$ cat src/rtl/alu_arbiter.sv
// Two-port round-robin arbiter/sequencer for the shared 32-bit ALU.
// Latches the granted port's operands, runs one EXEC cycle, and owns the icc register.
module alu_arbiter (
  input  logic        clk,
  input  logic        reset,
  input  logic        req0,
  input  logic        req1,
  input  logic [5:0]  op0,
  input  logic [5:0]  op1,
  input  logic [31:0] a0,
  input  logic [31:0] b0,
  input  logic [31:0] a1,
  input  logic [31:0] b1,
  output logic        gnt0,
  output logic        gnt1,
  output logic        done0,
  output logic        done1,
  output logic [31:0] y,
  output logic [3:0]  nzcv,
  input  logic        icc_ld,
  input  logic [3:0]  icc_in,
  output logic [5:0]  alu_op,
  output logic [31:0] alu_a,
  output logic [31:0] alu_b,
  output logic        alu_ci,
  input  logic [31:0] alu_y,
  input  logic        alu_n,
  input  logic        alu_z,
  input  logic        alu_c,
  input  logic        alu_v
);

  localparam logic [1:0] S_IDLE = 2'd0;
  localparam logic [1:0] S_EXEC = 2'd1;
  localparam logic [1:0] S_DONE = 2'd2;

  logic [1:0]  state_q, state_d;
  logic        sel_q,   sel_d;
  logic        lsp_q,   lsp_d;
  logic [5:0]  op_q,    op_d;
  logic [31:0] a_q,     a_d;
  logic [31:0] b_q,     b_d;
  logic [31:0] y_q,     y_d;
  logic [3:0]  icc_q,   icc_d;
  logic [1:0]  gnt_q,   gnt_d;
  logic [1:0]  done_q,  done_d;
  logic        pick;

  // On a tie the port not served last wins; otherwise whichever port is asking.
  assign pick = (req0 && req1) ? ~lsp_q : req1;

  always_comb begin
    // NOTE: every next-state signal gets a hold default first so no path infers a latch.
    state_d = state_q;
    sel_d   = sel_q;
    lsp_d   = lsp_q;
    op_d    = op_q;
    a_d     = a_q;
    b_d     = b_q;
    y_d     = y_q;
    icc_d   = icc_q;
    gnt_d   = 2'b00;
    done_d  = 2'b00;

    case (state_q)
      S_IDLE: begin
        if (req0 || req1) begin
          sel_d       = pick;
          op_d        = pick ? op1 : op0;
          a_d         = pick ? a1  : a0;
          b_d         = pick ? b1  : b0;
          gnt_d[pick] = 1'b1;
          state_d     = S_EXEC;
        end
      end
      S_EXEC: begin
        y_d = alu_y;
        if (op_q[5:4] == 2'b01) begin
          icc_d = {alu_n, alu_z, alu_c, alu_v};
        end
        lsp_d          = sel_q;
        done_d[sel_q]  = 1'b1;
        state_d        = S_DONE;
      end
      S_DONE: begin
        state_d = S_IDLE;
      end
      default: begin
        state_d = S_IDLE;
      end
    endcase

    // A wrpsr load overrides any flag update landing on the same edge.
    if (icc_ld) begin
      icc_d = icc_in;
    end
  end

  // NOTE: sequential state uses non-blocking assignments so all registers update together.
  always_ff @(posedge clk or posedge reset) begin
    if (reset) begin
      state_q <= S_IDLE;
      sel_q   <= 1'b0;
      lsp_q   <= 1'b1;
      op_q    <= '0;
      a_q     <= '0;
      b_q     <= '0;
      y_q     <= '0;
      icc_q   <= '0;
      gnt_q   <= '0;
      done_q  <= '0;
    end else begin
      state_q <= state_d;
      sel_q   <= sel_d;
      lsp_q   <= lsp_d;
      op_q    <= op_d;
      a_q     <= a_d;
      b_q     <= b_d;
      y_q     <= y_d;
      icc_q   <= icc_d;
      gnt_q   <= gnt_d;
      done_q  <= done_d;
    end
  end

  assign gnt0   = gnt_q[0];
  assign gnt1   = gnt_q[1];
  assign done0  = done_q[0];
  assign done1  = done_q[1];
  assign y      = y_q;
  assign nzcv   = icc_q;
  assign alu_op = op_q;
  assign alu_a  = a_q;
  assign alu_b  = b_q;
  assign alu_ci = icc_q[1];

endmodule

$ cat config.mk
export PLATFORM = sky130hd
export DESIGN_NAME = alu_arbiter
export DESIGN_NICKNAME = d
export VERILOG_FILES = /design/src/rtl/alu_arbiter.sv
export SDC_FILE = /design/constraint.sdc
export NUM_CORES = 1
export LEC_CHECK = 0
export BUFFER_PORTS_ARGS = -buffer_cell sky130_fd_sc_hd__clkbuf_2
export CAP_MARGIN = 20
export CORE_ASPECT_RATIO = 2
export CORE_MARGIN = 2
export CORE_UTILIZATION = 25
export DETAILED_ROUTE_END_ITERATION = 8
export GPL_ROUTABILITY_DRIVEN = 0
export PLACE_DENSITY = 0.48
export SLEW_MARGIN = 20
export SYNTH_ARGS = -nofsm -noshare
export SYNTH_HDL_FRONTEND = slang
export SYNTH_SLANG_ARGS = --single-unit
$ cat constraint.sdc
create_clock -name clk -period 4.9 [get_ports clk]
set_input_delay 1.225 -clock clk [delete_from_list [all_inputs] [get_ports clk]]
set_output_delay 1.225 -clock clk [all_outputs]
set_load 0.01 [all_outputs]
==> metrics, run 1 <==
DRC viols 0; Worst R2R Start lsp_q$_DFFE_PP1N_; clock transition at the registers of the reported paths 50 ps; full die area about 0.024 mm2; max cap viols 0; CP startpoint kind input port; worst hold stages 1; total power per unit cell area 639 mW/mm2; IO Port Bufs 295; layout net count 877; first-pass iteration count of the detailed router 4; Ports 296; H-tree depth 4; fraction of power consumed by sequential logic 0.328; total power draw between 5 and 6 mW; setup total negative slack 0 ps; Vias 4038; maximum clock frequency 0.364 GHz; flop-to-flop setup slack 2540 ps; Synth Cell Area 0.00571 mm2; Final HPWL DP 12.0 mm; DR WL/cell about 16 um; total wire length between 15 and 20 mm; Final Hold Viols 0; synth-to-layout area growth 39.6%; Critical Path End Type flip-flop; number of synthesized register bits 114; Slew @ Worst Pin 1050 ps; commonest non-fill, non-tap cell in the layout clkbuf_2; Die W 111 um; switching power total ~1.7 mW; Vias/cell 4.10; antenna violations before repair 0; Hold Crit Endpoint done_q[0]$_DFF_PP0_; Synth area leader dfrtp_1; Initial DRC Count 130; TritonCTS Sinks approximately 110; post-synthesis cell count 396; most frequent cells in the layout 295 x clkbuf_2, 134 x mux2_4, 113 x dfrtp_1; RR Endpoint alu_op[4]$_DFFE_PP0P_; initial core utilization 0.253; Critical Path RT 5210 ps; Total Routing Usage GR 0.136; final non-filler cell total 985; share of cells above drive strength 1 0.682; GRT overflow 0; vias in the first global route ~4400; largest net degree at the start of global routing 61; first-pass GRT wire length about 25 mm; r2r worst-path depth 4; Bufs on Longest Clock Path 2; Static Leak 4.39 nW; post-cts gate resize count 0; yosys warns 0; RSZ-0062 raised after global routing no; dpl cells 953; dominant cells by area after synthesis dfrtp_1 50%, mux2_4 35%, nand2_1 6.3%; final count of pins violating max slew 0; Die H 218 um; Internal 3.37 mW; Hold Crit Class flip-flop to flip-flop; worst vdd ir 0.390 mV; row cnt between 70 and 80; sw frac 0.338; DP Area 0.00738 mm2; Yosys top cell area share 0.495; sequential cell area fraction in the yosys report 0.500; syn nets 581; fin crit share 0.560; min Tclk post-route between 2000 and 3000 ps; clock share of power 0.248; Setup CP Type input port to flip-flop; Worst Path Max Fanout 47; cts bufs inserted 17; fin area approximately 0.008 mm2; ANT nets after route 0; core area 0.0225 mm2; Data arrival, critical path slightly above 3000 ps; synth unique cells 24; area of the multi-input gates between 0.002 and 0.003 mm2; status finished, final reports clean; clk_lat worst skew 430 ps; Root Driver clkbuf_16; fillers roughly 2300; clock skew 5.63 ps; CTS tree yes; hold buffer count at cts 0; worst rel slew slack 0.301; Gate power share 0.424; Hold Path Origin sel_q$_DFFE_PP0P_; Post-CTS Setup Bufs 0; # diodes 0; Synth Area per Inst 14.4 um2; storage element area around 0.0029 mm2; Setup Viol. Count Final 0
-- final cells by class --
class	count	area share
inverter	4	0.00220
clock buffer	22	0.0582
tap	280	0.0439
multi-input combinational	255	0.328
sequential	114	0.358
timing repair buffer	300	0.193
clock inverter	10	0.0166
-- per-stage QoR --
step,util,hold WS [ps],setup slack (ps)
after global placement,0.327,426,1670
after detailed placement,0.327,415,1650
after CTS,0.354,432,2080
final,0.354,436,2160
after floorplan,-,403,661
after global routing,0.354,463,2050
-- worst max path at each step --
stage	from	end	slack, ps	cells past startpoint
after global placement	req1	alu_op[4]$_DFFE_PP0P_	1670	5
after global routing	req1	alu_op[4]$_DFFE_PP0P_	2050	5
final	req1	alu_op[4]$_DFFE_PP0P_	2160	5
after detailed placement	req1	alu_op[4]$_DFFE_PP0P_	1650	5
after CTS	req1	alu_op[4]$_DFFE_PP0P_	2080	5
after floorplan	reset	alu_a[0]$_DFFE_PP0P_	660	1
-- per-layer routing --
metal	up-vias	GRT usage	wire length, um
li1	1928	-	-
met1	1902	0.131	5550
met2	177	0.255	9010
met3	31	0.0456	955
met4	0	0.0679	549
met5	-	0	0
-- sequential cells by signal, indices dropped and copies added, names as in the netlist --
name     count
alu_a       32
alu_b       32
y           32
alu_op       6
nzcv         4
done_q       2
gnt_q        2
state_q      2
lsp_q        1
sel_q        1
-- synthesized netlist by cell type --
cell type,number
mux2_4,134
dfrtp_1,113
nand2_1,96
mux2_2,12
buf_4,7
buf_12,6
clkbuf_1,5
inv_1,3
nor2_1,3
buf_2,2
mux2i_1,2
a21bo_1,1
a21o_1,1
a31oi_2,1
and2_1,1
buf_1,1
buf_6,1
buf_8,1
dfstp_2,1
inv_2,1
nand2b_1,1
nor3_1,1
nor3_4,1
o21bai_1,1
-- power by group through the flow --
stage	combinational (mW)	clock, mW	sequential (mW)
finish	2.16	1.26	1.67
global route	2.34	1.35	1.73
CTS	2.22	1.31	1.68
detailed placement	2.21	0	1.68
global placement	2.20	0	1.67
floorplan	1.23	0	1.87
-- critical path, cell delays in order --
cell and delay, ps:
clkbuf_2 90, a21bo_4 800, buf_12 310, mux2_2 360
mux2_2 260
-- logic make-up (layout without fill, tap and decap cells) --
family | after synthesis | count (layout) | share of synthesized area
AO/OA/AOI/OAI | 4 | 4 | 0.00657
multiplexers | 148 | 148 | 0.379
buffers and inverters | 27 | 336 | 0.0432
AND/OR/NAND/NOR | 103 | 103 | 0.0710
flip-flops | 114 | 114 | 0.500
No activity file was read; power rests on OpenSTA's default activity.
==> run 2, diff against run 1 <==
- ABC_AREA: not set -> 1
- clock period: 4.9 -> 2.6 ns (I/O delays scaled with it)
==> run 2 against run 1 <==
Against the previous run: total power up 82%; sequential cell count unchanged; synthesized area down 0.46%; sequential power up 89%; die area down 0.45%; wire length up 26%; first-iteration DRC count up 72%; via count up 44%; design area up 0.88%; clock skew up 3.3 ps; critical endpoint is now alu_op[5].
==> metrics, run 2 <==
Post-CTS Setup Bufs 0; dominant cells by area after synthesis dfrtp_1 50%, nand2_1 22%, nand3_1 13%; full die area 0.0240 mm2; r2r worst-path depth 6; IO Port Bufs 295; Slowest-stage cell, CP dfrtp_1; Crit path depth 1; initial core utilization 0.252; Setup Viol. Count Final 0; clock transition at the registers of the reported paths ~60 ps; maximum clock frequency slightly above 0.6 GHz; Synth Area per Inst 7.16 um2; CP startpoint kind flip-flop; first-pass GRT wire length roughly 32 mm; delay-heaviest family, CP flip-flops; Final HPWL DP 15.3 mm; Total Routing Usage GR 0.172; cts bufs inserted 17; most frequent cells in the layout 327 x nand2_1, 294 x clkbuf_2, 148 x nand3_1; first-pass iteration count of the detailed router 4; total wire length 20.3 mm; Critical Path RT between 1500 and 2000 ps; share of cells above drive strength 1 0.318; Root Driver clkbuf_16; largest net degree at the start of global routing 52; Yosys top cell area share 0.497; Hold Crit Class input port to asynchronous set/reset pin; vias in the first global route between 5000 and 6000; worst-path cell chain clkbuf_2; most numerous cell in the Yosys netlist nand2_1; yosys warns 0; setup total negative slack 0 ps; Ports approximately 300; Vias 5818; DP Area 0.00746 mm2; number of synthesized register bits roughly 110; max cap viols 0; fin crit share 0.631; Die H 217 um; worst rel slew slack 0.575; post-synthesis cell count 794; synth unique cells 17; Synth area leader dfrtp_1; fin area 0.00804 mm2; Async S/R FF share, synth 1.00; final count of pins violating max slew 0; worst vdd ir 0.403 mV; post-cts gate resize count 0; Die W 111 um; DR WL/cell 14.8 um; layout net count 1267; DRC viols 0; Static Leak 5.05 nW; total power per unit cell area 1150 mW/mm2; buffers and inverters on the worst path 1; Worst Path Max Fanout 4; antenna violations before repair 1; synth-to-layout area growth 41.5%; Vias/cell 4.23; Data arrival, critical path 990 ps; area of the multi-input gates 0.00206 mm2; Post-synth top cells 327 x nand2_1, 148 x nand3_1, 145 x inv_1, 113 x dfrtp_1, 22 x buf_2; syn nets 979; Synth Cell Area 0.00568 mm2; hold buffer count at cts 0; sequential cell area fraction in the yosys report 0.502; Setup CP Type flip-flop to output port; min Tclk post-route 1640 ps; max incr delay on CP 420 ps; Bufs on Longest Clock Path 2; ANT nets after route 0; clk_lat worst skew 420 ps; GRT overflow 0; Slew @ Worst Pin 635 ps; Final Hold Viols 0; storage element area roughly 0.0029 mm2; Hold Slack 254 ps; status finished, final reports clean; CTS tree yes; RSZ-0062 raised after global routing no; Initial DRC Count 223; row cnt 78; H-tree depth 4; ys flop type dfrtp_1; commonest non-fill, non-tap cell in the layout nand2_1; core area 0.0225 mm2; fillers around 2500; TritonCTS Sinks 114; number of synthesized flops with an enable pin 0; clock skew around 9 ps; Critical Path End Type output port
-- run 2: changes by cell type in the layout (fill, tap and decap cells not counted), sizes merged, moves of 3 or more --
cell / previous run / this run
clkbuf: 317 / 314
nor2: 3 / 10
mux2: 146 / 0
nand2: 96 / 329
o21ai: 0 / 3
buf: 5 / 18
nand3: 0 / 148
inv: 4 / 144
-- run 2: metal layers --
metal | wire length, um | GRT usage | vias to the layer above
met4 | 814 | 0.0921 | 0
met2 | 11400 | 0.328 | 190
met1 | 7400 | 0.178 | 2645
met5 | 0 | 0 | -
met3 | 750 | 0.0295 | 37
li1 | - | - | 2946
-- run 2: layout make-up --
cell class              instances  area share
multi-input cells             491       0.256
clock inverters                11      0.0171
clock buffers                  20      0.0555
well taps                     280      0.0436
inverters                     146      0.0686
diodes                          1    0.000311
repair buffers                312       0.204
flip-flops and latches        114       0.355
-- run 2: worst paths after layout --
kind / slack [ps] / start / end
setup / recovery: 960 / alu_op[5]$_DFFE_PP0P_ / alu_op[5]
hold reg to reg: 460 / sel_q$_DFFE_PP0P_ / done_q[0]$_DFF_PP0_
min in group clk: 420 / alu_y[22] / y[22]$_DFFE_PP0N_
max in group asynchronous: 1680 / reset / alu_b[31]$_DFFE_PP0P_
hold / removal: 250 / reset / y[6]$_DFFE_PP0N_
setup reg to reg: 970 / lsp_q$_DFFE_PP1N_ / alu_a[14]$_DFFE_PP0P_
-- run 2: cell families (layout without fill, tap and decap cells) --
logic type / count (synthesis) / in the layout / synth area share
AND/OR/NAND/NOR: 487 / 487 / 0.357
AO/OA/AOI/OAI: 4 / 4 / 0.00550
other: 0 / 1 / 0
buffers and inverters: 189 / 489 / 0.136
flip-flops: 114 / 114 / 0.502
-- run 2: power by group --
| group | internal, mW | total, mW | switching (mW) |
|---|---|---|---|
| combinational | 1.38 | 3.79 | 2.41 |
| sequential | 2.66 | 3.15 | 0.489 |
| clock | 1.51 | 2.34 | 0.823 |
| total | 5.56 | 9.28 | 3.72 |
-- run 2: per-stage QoR --
step,utilization,setup WS [ps],instances,power [mW]
floorplan,-,565,794,5.30
global placement,0.331,579,1343,7.03
detailed placement,0.331,553,1343,7.08
CTS,0.357,916,1374,9.48
global route,0.357,759,1375,10.1
finish,0.357,959,1375,9.28
